### src/rtl/seg_src_sched_if.sv
// seg_src_sched_if
//   Bundles the requester side and the display side of the seven-segment
//   source scheduler.
//   master : requester/consumer side (drives req, req_data; sees grant/display)
//   slave  : scheduler side
// Signals:
//   req[3:0]        request per source, held until acked
//   req_data[95:0]  source i data at [24i+23:24i]
//   ack[3:0]        one-cycle one-hot grant/latch pulse
//   disp_data[23:0] latched display value
//   disp_src[1:0]   index of the source currently or last shown
//   disp_busy       high while a dwell is in progress
//   tick            one-cycle prescaler pulse
interface seg_src_sched_if;
    logic [3:0]  req;
    logic [95:0] req_data;
    logic [3:0]  ack;
    logic [23:0] disp_data;
    logic [1:0]  disp_src;
    logic        disp_busy;
    logic        tick;

    modport master (
        output req, req_data,
        input  ack, disp_data, disp_src, disp_busy, tick
    );

    modport slave (
        input  req, req_data,
        output ack, disp_data, disp_src, disp_busy, tick
    );
endinterface

### src/rtl/seg_src_sched.sv
// seg_src_sched
//   Round-robin display-source scheduler. Four requesters share one 24-bit
//   display register; each granted source is latched and held for
//   DWELL_TICKS slow ticks, a tick being TICK_DIV clock cycles.
// Parameters:
//   TICK_DIV    clock cycles per tick (>= 2)
//   DWELL_TICKS ticks a granted source stays on display (>= 1)
// Ports:
//   CLOCK_50  system clock, rising edge
//   rst       asynchronous active-high reset
//   bus       seg_src_sched_if.slave (req/req_data in; ack/disp_*/tick out)
// Build option:
//   SEG_SCHED_BLANK_EN  when defined, the display is cleared at dwell expiry
//                       if no source is requesting at that edge.
module seg_src_sched #(
    parameter int TICK_DIV    = 50_000_000,
    parameter int DWELL_TICKS = 2
) (
    input  logic            CLOCK_50,
    input  logic            rst,
    seg_src_sched_if.slave  bus
);

    localparam int PW = (TICK_DIV > 1) ? $clog2(TICK_DIV) : 1;
    localparam int DW = $clog2(DWELL_TICKS + 1);

    typedef enum logic {IDLE, DWELL} state_t;

    state_t         state, state_nxt;
    logic [PW-1:0]  presc, presc_nxt;
    logic [DW-1:0]  dwell_cnt;
    logic [1:0]     last;
    logic [1:0]     pick;
    logic           grant;
    logic           dwell_done;

    // Round-robin search: first requesting source starting at last+1.
    // The 2-bit sum wraps naturally.
    always_comb begin
        logic found;
        pick  = last;
        found = 1'b0;
        for (int i = 1; i <= 4; i++) begin
            if (!found && bus.req[last + 2'(i)]) begin
                pick  = last + 2'(i);
                found = 1'b1;
            end
        end
    end

    // State register
    always_ff @(posedge CLOCK_50 or posedge rst) begin
        if (rst) state <= IDLE;
        else     state <= state_nxt;
    end

    // Next-state logic
    always_comb begin
        state_nxt = state;
        case (state)
            IDLE:    if (bus.req != 4'b0) state_nxt = DWELL;
            DWELL:   if (dwell_done)      state_nxt = IDLE;
            default: state_nxt = IDLE;
        endcase
    end

    // Output/decision logic. tick is consumed at the edge ending the cycle
    // in which it is high, so the last tick of a dwell is the one seen while
    // the count is DWELL_TICKS-1.
    always_comb begin
        grant      = (state == IDLE) && (bus.req != 4'b0);
        dwell_done = (state == DWELL) && bus.tick &&
                     (dwell_cnt == DW'(DWELL_TICKS - 1));
    end

    // Prescaler: a grant restarts it, overriding both increment and wrap.
    always_comb begin
        if (grant)                          presc_nxt = '0;
        else if (presc == PW'(TICK_DIV-1))  presc_nxt = '0;
        else                                presc_nxt = presc + 1'b1;
    end

    always_ff @(posedge CLOCK_50 or posedge rst) begin
        if (rst) begin
            presc    <= '0;
            bus.tick <= 1'b0;
        end else begin
            presc    <= presc_nxt;
            // registered so tick is high exactly while presc == TICK_DIV-1
            bus.tick <= (presc_nxt == PW'(TICK_DIV-1));
        end
    end

    always_ff @(posedge CLOCK_50 or posedge rst) begin
        if (rst) begin
            bus.ack       <= 4'b0;
            bus.disp_data <= 24'h0;
            bus.disp_src  <= 2'd0;
            bus.disp_busy <= 1'b0;
            dwell_cnt     <= '0;
            last          <= 2'd3;
        end else begin
            bus.ack <= 4'b0;
            if (grant) begin
                bus.ack       <= 4'b0001 << pick;
                bus.disp_data <= bus.req_data[pick*24 +: 24];
                bus.disp_src  <= pick;
                bus.disp_busy <= 1'b1;
                dwell_cnt     <= '0;
                last          <= pick;
            end else if (state == DWELL && bus.tick) begin
                dwell_cnt <= dwell_cnt + 1'b1;
                if (dwell_done) begin
                    bus.disp_busy <= 1'b0;
`ifdef SEG_SCHED_BLANK_EN
                    if (bus.req == 4'b0) bus.disp_data <= 24'h0;
`endif
                end
            end
        end
    end

endmodule

### src/flat_wrapper.sv
// flat-port wrapper written by rule: the top's interface ports become plain ports
module seg_src_sched_flat 
#(
    parameter int TICK_DIV    = 50_000_000,
    parameter int DWELL_TICKS = 2
)
  (CLOCK_50, rst, bus_req, bus_req_data, bus_ack, bus_disp_data, bus_disp_src, bus_disp_busy, bus_tick);
  seg_src_sched_if bus_i ();
  input  logic CLOCK_50;
  input  logic rst;
  input wire logic [$bits(bus_i.req)-1:0] bus_req;
  input wire logic [$bits(bus_i.req_data)-1:0] bus_req_data;
  output wire logic [$bits(bus_i.ack)-1:0] bus_ack;
  output wire logic [$bits(bus_i.disp_data)-1:0] bus_disp_data;
  output wire logic [$bits(bus_i.disp_src)-1:0] bus_disp_src;
  output wire logic [$bits(bus_i.disp_busy)-1:0] bus_disp_busy;
  output wire logic [$bits(bus_i.tick)-1:0] bus_tick;
  assign bus_i.req = bus_req;
  assign bus_i.req_data = bus_req_data;
  assign bus_ack = bus_i.ack;
  assign bus_disp_data = bus_i.disp_data;
  assign bus_disp_src = bus_i.disp_src;
  assign bus_disp_busy = bus_i.disp_busy;
  assign bus_tick = bus_i.tick;
  seg_src_sched #(.TICK_DIV(TICK_DIV), .DWELL_TICKS(DWELL_TICKS)) u_core (.CLOCK_50(CLOCK_50), .rst(rst), .bus(bus_i));
endmodule
### config.mk
export PLATFORM = sky130hd
export DESIGN_NAME = seg_src_sched_flat
export DESIGN_NICKNAME = d
export VERILOG_FILES = /design/src/rtl/seg_src_sched_if.sv /design/src/rtl/seg_src_sched.sv /design/src/flat_wrapper.sv
export SDC_FILE = /design/constraint.sdc
export NUM_CORES = 1
export LEC_CHECK = 0
export ABC_AREA = 1
export BUFFER_PORTS_ARGS = -buffer_cell sky130_fd_sc_hd__buf_4
export CORE_AREA = 2 2 99 101
export DETAILED_ROUTE_END_ITERATION = 16
export DIE_AREA = 0 0 101 103
export PLACE_DENSITY_LB_ADDON = 0.08
export SLEW_MARGIN = 15
export SYNTH_ARGS = -nofsm -noshare
export SYNTH_HDL_FRONTEND = slang
export SYNTH_SLANG_ARGS = --single-unit
### constraint.sdc
create_clock -name CLOCK_50 -period 2.6 [get_ports CLOCK_50]
set_input_delay 0.65 -clock CLOCK_50 [delete_from_list [all_inputs] [get_ports CLOCK_50]]
set_output_delay 0.65 -clock CLOCK_50 [all_outputs]
set_load 0.05 [all_outputs]
== After elaboration in Yosys (flattened, before gate mapping) ==
Cells that the tools add are included.

* Memories kept: 0
* Memory bits (writable): 0
* ROM bits: 0
* Bits in registers: 63
* Bits in latches: 0

* Add/sub/neg operators: 5
* $mul: 1
* Order comparisons: 4
* Bitwise logic cells: 1
* Div/mod/pow operators: 0
* Reduce and logical (&&, ||, !) cells: 13
* Equal/unequal tests: 3
* Shifts and indexed selects: 2
* Mux-type cells: 26

{| class="wikitable"
|+ Operator list
! cell !! count
|-
| variable part select 96 x 8 -> 24 bit || 1
|-
| equality test 26 bit, second input constant || 2
|-
| two-way mux 26 bit || 2
|-
| adder 26 x 1 -> 26 bit, second input constant || 1
|-
| < comparator 2 x 3 -> 1 bit, second input constant || 4
|-
| two-way mux 1 bit || 12
|-
| two-way mux 2 bit || 6
|-
| binary-select mux 1 bit (select 2 bit) || 4
|-
| logical AND 1 bit || 6
|-
| adder 2 x 1 -> 2 bit, second input constant || 2
|-
| adder 2 bit, second input constant || 2
|-
| multiplier 2 x 2 -> 4 bit, second input constant || 1
|-
| two-way mux 4 bit || 1
|-
| nonzero test 2 bit || 2
|-
| nonzero test 4 bit || 1
|-
| left shift 1 x 2 -> 4 bit, first input constant || 1
|-
| zero test 1 bit || 3
|-
| equality test 2 x 1 -> 1 bit, second input constant || 1
|-
| case mux 1 bit (2 select lines) || 1
|-
| AND reduction 2 bit || 1
|-
| NOT 1 bit || 1
|}

== Longest topological paths before layout ==
* Depth after elaboration: 15
* Depth in mapped cells: 15
* Mapped depth without buffers: 14

== Worst setup path after synthesis ==
OpenSTA, ideal clock, no wires.

* Path kind: in2reg
* Start point: input port bus_req[1]
* End point: register u_core.bus.disp_data[16]
* Path slack: 0.785 ns
* Arrival time: 1.690 ns
* Setup time: 0.125 ns
* Stages on the path: 14
* Cell sequence: inv_1 o21ai_1 nand3_1 nand2_1 inv_2 nand2_1 nand2_2 nand2_4 inv_2 buf_6 nand2_1 nand2_1 nand2_1 nand3_1

* Word-level cells in the longest chain between the ends: 14

{| class="wikitable"
|+ RTL lines
! item !! line !! source
|-
| start: declaration || flat_wrapper.sv:11 || <nowiki>input wire logic [$bits(bus_i.req)-1:0] bus_req;</nowiki>
|-
| binary-select mux 1 bit (select 2 bit) || seg_src_sched.sv:44 || <nowiki>if (!found && bus.req[last + 2'(i)]) begin</nowiki>
|-
| two-way mux 1 bit (not written as such) || seg_src_sched.sv:44 ||
|-
| two-way mux 1 bit || seg_src_sched.sv:44 ||
|-
| zero test 1 bit || seg_src_sched.sv:44 ||
|-
| logical AND 1 bit || seg_src_sched.sv:44 ||
|-
| two-way mux 1 bit || seg_src_sched.sv:44 ||
|-
| zero test 1 bit || seg_src_sched.sv:44 ||
|-
| logical AND 1 bit || seg_src_sched.sv:44 ||
|-
| two-way mux 1 bit || seg_src_sched.sv:44 ||
|-
| zero test 1 bit || seg_src_sched.sv:44 ||
|-
| logical AND 1 bit || seg_src_sched.sv:44 ||
|-
| two-way mux 2 bit || seg_src_sched.sv:44 ||
|-
| multiplier 2 x 2 -> 4 bit || seg_src_sched.sv:106 || <nowiki>bus.disp_data <= bus.req_data[pick*24 +: 24];</nowiki>
|-
| variable part select 96 x 8 -> 24 bit || seg_src_sched.sv:106 ||
|-
| end signal: assignment || seg_src_sched.sv:106 ||
|-
| end: declaration || seg_src_sched_if.sv:30 || <nowiki>output ack, disp_data, disp_src, disp_busy, tick</nowiki>
|}

Parallel ways exist; a longest one is shown, timed or not. The select of a mux whose other input is x is not followed.
A chain may end at the register's enable or synchronous reset.

== Worst setup path after layout ==
* Start point: register u_core.last[0]
* End point: register u_core.bus.disp_data[21]

* Word-level cells in the longest chain between the ends: 15

{| class="wikitable"
|+ RTL lines
! item !! line !! source
|-
| start: declaration || seg_src_sched.sv:32 || <nowiki>logic [1:0] last;</nowiki>
|-
| start signal: assignment || seg_src_sched.sv:110 || <nowiki>last <= pick;</nowiki>
|-
| adder 2 x 1 -> 2 bit || seg_src_sched.sv:44, seg_src_sched.sv:45 ||
|-
| binary-select mux 1 bit (select 2 bit) || seg_src_sched.sv:44 ||
|-
| two-way mux 1 bit (not written as such) || seg_src_sched.sv:44 ||
|-
| two-way mux 1 bit || seg_src_sched.sv:44 ||
|-
| zero test 1 bit || seg_src_sched.sv:44 ||
|-
| logical AND 1 bit || seg_src_sched.sv:44 ||
|-
| two-way mux 1 bit || seg_src_sched.sv:44 ||
|-
| zero test 1 bit || seg_src_sched.sv:44 ||
|-
| logical AND 1 bit || seg_src_sched.sv:44 ||
|-
| two-way mux 1 bit || seg_src_sched.sv:44 ||
|-
| zero test 1 bit || seg_src_sched.sv:44 ||
|-
| logical AND 1 bit || seg_src_sched.sv:44 ||
|-
| two-way mux 2 bit * || seg_src_sched.sv:44 ||
|-
| multiplier 2 x 2 -> 4 bit * || seg_src_sched.sv:106 ||
|-
| variable part select 96 x 8 -> 24 bit * || seg_src_sched.sv:106 ||
|}

Mark *: on every way between the ends. The rest lies on a longest branch, timed or not. The select of a mux whose other input is x is not followed.

==> qor.csv <==
stage,metric,value,unit
clock_network,Clock Latency Late Sink,0.34,ns
route,"antenna viol nets, final",0,
floorplan,full die area,0.0104,mm²
worst_hold_path,HP Class,in -> async,
power_and_ir_drop,Clock power frac,40.7,%
final_layout,final instance area,0.00536,mm²
global_routing,grt total ovfl,0,
global_routing,number of global-route vias before repair,4184,
final_layout,n_diodes,0,
route,vias,4447,
floorplan,# IOs,134,
route,vias per cell,5.01,
route,wire length per cell,13.6,µm
floorplan,Initial Util,43.3,%
place,post-DP HPWL,9130,µm
yosys,"Top FF cell, synth",dfrtp_1,
floorplan,die height,103,µm
timing,Setup Viol. Count Final,0,
power_and_ir_drop,Seq pwr share,46.4,%
power_and_ir_drop,pwr/cell area,394,mW/mm²
worst_setup_path,"Cell Chain, Critical Path",inv_1 -> nand2_1 -> nand2_2 -> nand2_1 -> nand2_1 -> nor2_1 -> nand2_1 -> nand3_1 -> nand2_2 -> nor2_2 -> nand2_1 -> nand3_1,
yosys,syn avg cell area,6.39,µm²
worst_setup_path,slowest stage cell on the critical path,dfstp_2,
flow_run,number of max-cap violations,0,
power_and_ir_drop,P_leak,3.01,nW
worst_setup_path,Critical Path AT,2.71,ns
yosys,Post-synth EDFFs,0,
clock_network,CTS tree,built,
route,drt total wl,12100,µm
yosys,Synth Cell Area,0.00410,mm²
place,DP Area,0.00516,mm²
yosys,Synth cell types,29,
global_routing,GR Util All Layers,23.1,%
worst_setup_path,Critical Path RT,2.87,ns
floorplan,Die W,101,µm
clock_network,Clock Sinks,63,
clock_network,postcts setup bufs,0,
worst_setup_path,RR Endpoint,u_core.bus.disp_data[21]$_DFFE_PP0N_,
yosys,Gate Count Post-Synth,641,
timing,"Slew Viols, Final",0,
route,initial drt markers,240,
yosys,sequential-to-total area share from yosys stat,38.6,%
route,DRT Pass-1 Iters,5,
clock_network,cts bufs inserted,9,
timing,skew final,0.00577,ns
timing,Worst Tran Pin Value,0.585,ns
yosys,synthesized flop and latch total,63,
status,status,finished clean,
power_and_ir_drop,switching share of power,24.9,%
power_and_ir_drop,Net Sw Power,526,µW
worst_setup_path,r2r startpoint,u_core.last[0]$_DFFE_PP1N_,
worst_setup_path,CP Capture Type,flip-flop,
timing,min Tclk post-route,2.43,ns
timing,fmax,0.411,GHz
place,IO Port Bufs,133,
yosys,yosys warns,0,
worst_setup_path,critical-path maximum fanout,12,
timing,fin crit share,93.7,%
place,Routability Congestion,0.892,
worst_setup_path,FF-to-FF path depth,12,
worst_setup_path,r2r setup slk,0.17,ns
global_routing,initial antenna violation count,0,
timing,Fin. Hold Viols,0,
clock_network,clk buf depth,2,
power_and_ir_drop,Peak VDD IR,0.181,mV
worst_setup_path,crit path launch type,flip-flop,
floorplan,row count,36,
worst_setup_path,Crit path largest cell delay,0.68,ns
worst_setup_path,most numerous cell on the critical path,nand2_1,
timing,RSZ-0062 raised after global routing,false,
yosys,post-synthesis async set-or-reset flop share,100,%
clock_network,post_cts resized,0,
clock_network,clock slew at reported path FFs,0.07,ns
clock_network,Root Driver,clkbuf_8,
final_layout,layout cells sized above 1,23.4,%
global_routing,first-pass GRT wire length,18900,µm
final_layout,nets,873,
clock_network,"Hold-fix buffers, CTS",0,
floorplan,Core Region,0.00946,mm²
yosys,Syn Nets,745,
power_and_ir_drop,P_int,1.59,mW
worst_setup_path,CP Class,reg -> reg,
route,drc violations,0,
timing,slew margin rel.,61.0,%
final_layout,synth-to-layout area growth,30.9,%
power_and_ir_drop,combinational power share,13.0,%
timing,post-route setup TNS,0,ns
clock_network,H-tree levels,3,
global_routing,largest net degree at the start of global routing,52,
-- Yosys cell counts (2+ instances only) --
cell	count	area [µm²]
nand3_2	3	30.0
nand4_1	4	25.0
inv_1	55	206
buf_2	8	40.0
clkbuf_1	4	15.0
nand2_1	296	1110
nor2_4	2	22.5
nor2_2	4	25.0
buf_6	3	33.8
a21oi_1	3	15.0
inv_2	3	11.3
buf_4	7	52.6
xor2_1	4	35.0
nor2_1	61	229
o21ai_1	2	10.0
nand3_1	90	450
ha_1	2	25.0
o21ai_0	11	55.1
dfstp_2	2	52.6
xnor2_1	2	17.5
dfrtp_1	61	1530
nand2_2	7	43.8
-- stage by stage --
stage	power, mW	worst slack, ns	std cells	util [%]	hold slack [ns]
6_report	2.11	0.165	888	56.7	0.353
4_1_cts	2.13	0.177	887	56.6	0.368
3_5_place_dp	1.27	0.136	871	54.5	0.472
3_3_place_gp	1.27	0.167	871	54.5	0.482
2_1_floorplan	1.12	0.384	641	-	0.467
5_1_grt	2.20	0.00124	888	56.7	0.388
-- layout make-up --
| class | count | area (µm²) |
|---|---|---|
| clock buffer | 10 | 138 |
| clock inverter | 6 | 60.1 |
| fill | 928 | 4100 |
| inverter | 58 | 218 |
| multi-input combinational | 499 | 2160 |
| sequential | 63 | 1580 |
| tap | 114 | 143 |
| timing repair buffer | 138 | 1060 |
-- flip-flops by register name, summed over array words and instances (netlist names) --
signal / flops
u_core.presc: 26
u_core.bus.disp_data: 24
u_core.bus.ack: 4
u_core.bus.disp_src: 2
u_core.dwell_cnt: 2
u_core.last: 2
u_core.bus.disp_busy: 1
u_core.bus.tick: 1
u_core.state: 1
-- how the worst max path moves through the flow --
| stage | cells past startpoint | startpoint | slack [ns] | end |
|---|---|---|---|---|
| final | 12 | u_core.last[0]$_DFFE_PP1N_ | 0.17 | u_core.bus.disp_data[21]$_DFFE_PP0N_ |
| after global routing | 11 | u_core.presc[0]$_DFF_PP0_ | 0.001 | u_core.bus.tick$_DFF_PP0_ |
| after floorplan | 1 | rst | 0.38 | u_core.bus.ack[0]$_DFF_PP0_ |
| after detailed placement | 12 | u_core.last[0]$_DFFE_PP1N_ | 0.14 | u_core.last[1]$_DFFE_PP1N_ |
| after CTS | 12 | u_core.last[0]$_DFFE_PP1N_ | 0.18 | u_core.last[1]$_DFFE_PP1N_ |
| after global placement | 10 | bus_req[1] | 0.17 | u_core.bus.tick$_DFF_PP0_ |
-- per-layer routing --
| metal | track usage, % | vias up | wire length (µm) |
|---|---|---|---|
| met4 | 8.94 | 0 | 229 |
| met5 | 0 | - | 0 |
| li1 | - | 2237 | - |
| met3 | 4.61 | 18 | 716 |
| met1 | 27.5 | 2020 | 5070 |
| met2 | 41.4 | 172 | 6070 |
-- power by group through the flow --
| stage | Clock, mW | Combinational (mW) | Sequential, mW |
|---|---|---|---|
| after floorplan | 0 | 0.126 | 0.998 |
| after global placement | 0 | 0.273 | 0.998 |
| after detailed placement | 0 | 0.274 | 0.998 |
| after CTS | 0.872 | 0.275 | 0.979 |
| after global routing | 0.924 | 0.301 | 0.979 |
| final | 0.859 | 0.274 | 0.980 |
-- kinds of logic (layout without fill, tap and decap cells) --
| kind of cell | Yosys count | after routing | share of synthesized area [%] |
|---|---|---|---|
| simple gates | 471 | 472 | 48.1 |
| flops | 63 | 63 | 38.6 |
| compound gates | 19 | 19 | 2.66 |
| xor+xnor | 6 | 6 | 1.28 |
| fa+ha+maj | 2 | 2 | 0.611 |
| buf+inv | 80 | 212 | 8.77 |
-- worst max-delay path: cells and delay by family (launching register included) --
| family | cells | cell delay, ns |
|---|---|---|
| buffers and inverters | 1 | 0.12 |
| DFF | 1 | 0.68 |
| and+or+nand+nor | 11 | 1.56 |
-- cell usage in the layout, fill, tap and decap left out, types with 3 or more instances in the layout --
| cell | instances |
|---|---|
| o21ai_0 | 11 |
| inv_1 | 54 |
| dfrtp_1 | 61 |
| nor2_2 | 5 |
| nand4_1 | 4 |
| clkinv_2 | 3 |
| nand2_2 | 7 |
| nand2_1 | 296 |
| inv_2 | 4 |
| nand3_2 | 3 |
| a21oi_1 | 3 |
| clkbuf_8 | 10 |
| xor2_1 | 4 |
| nor2_1 | 61 |
| buf_4 | 136 |
| nand3_1 | 90 |
No activity file was read; power rests on OpenSTA's default activity.
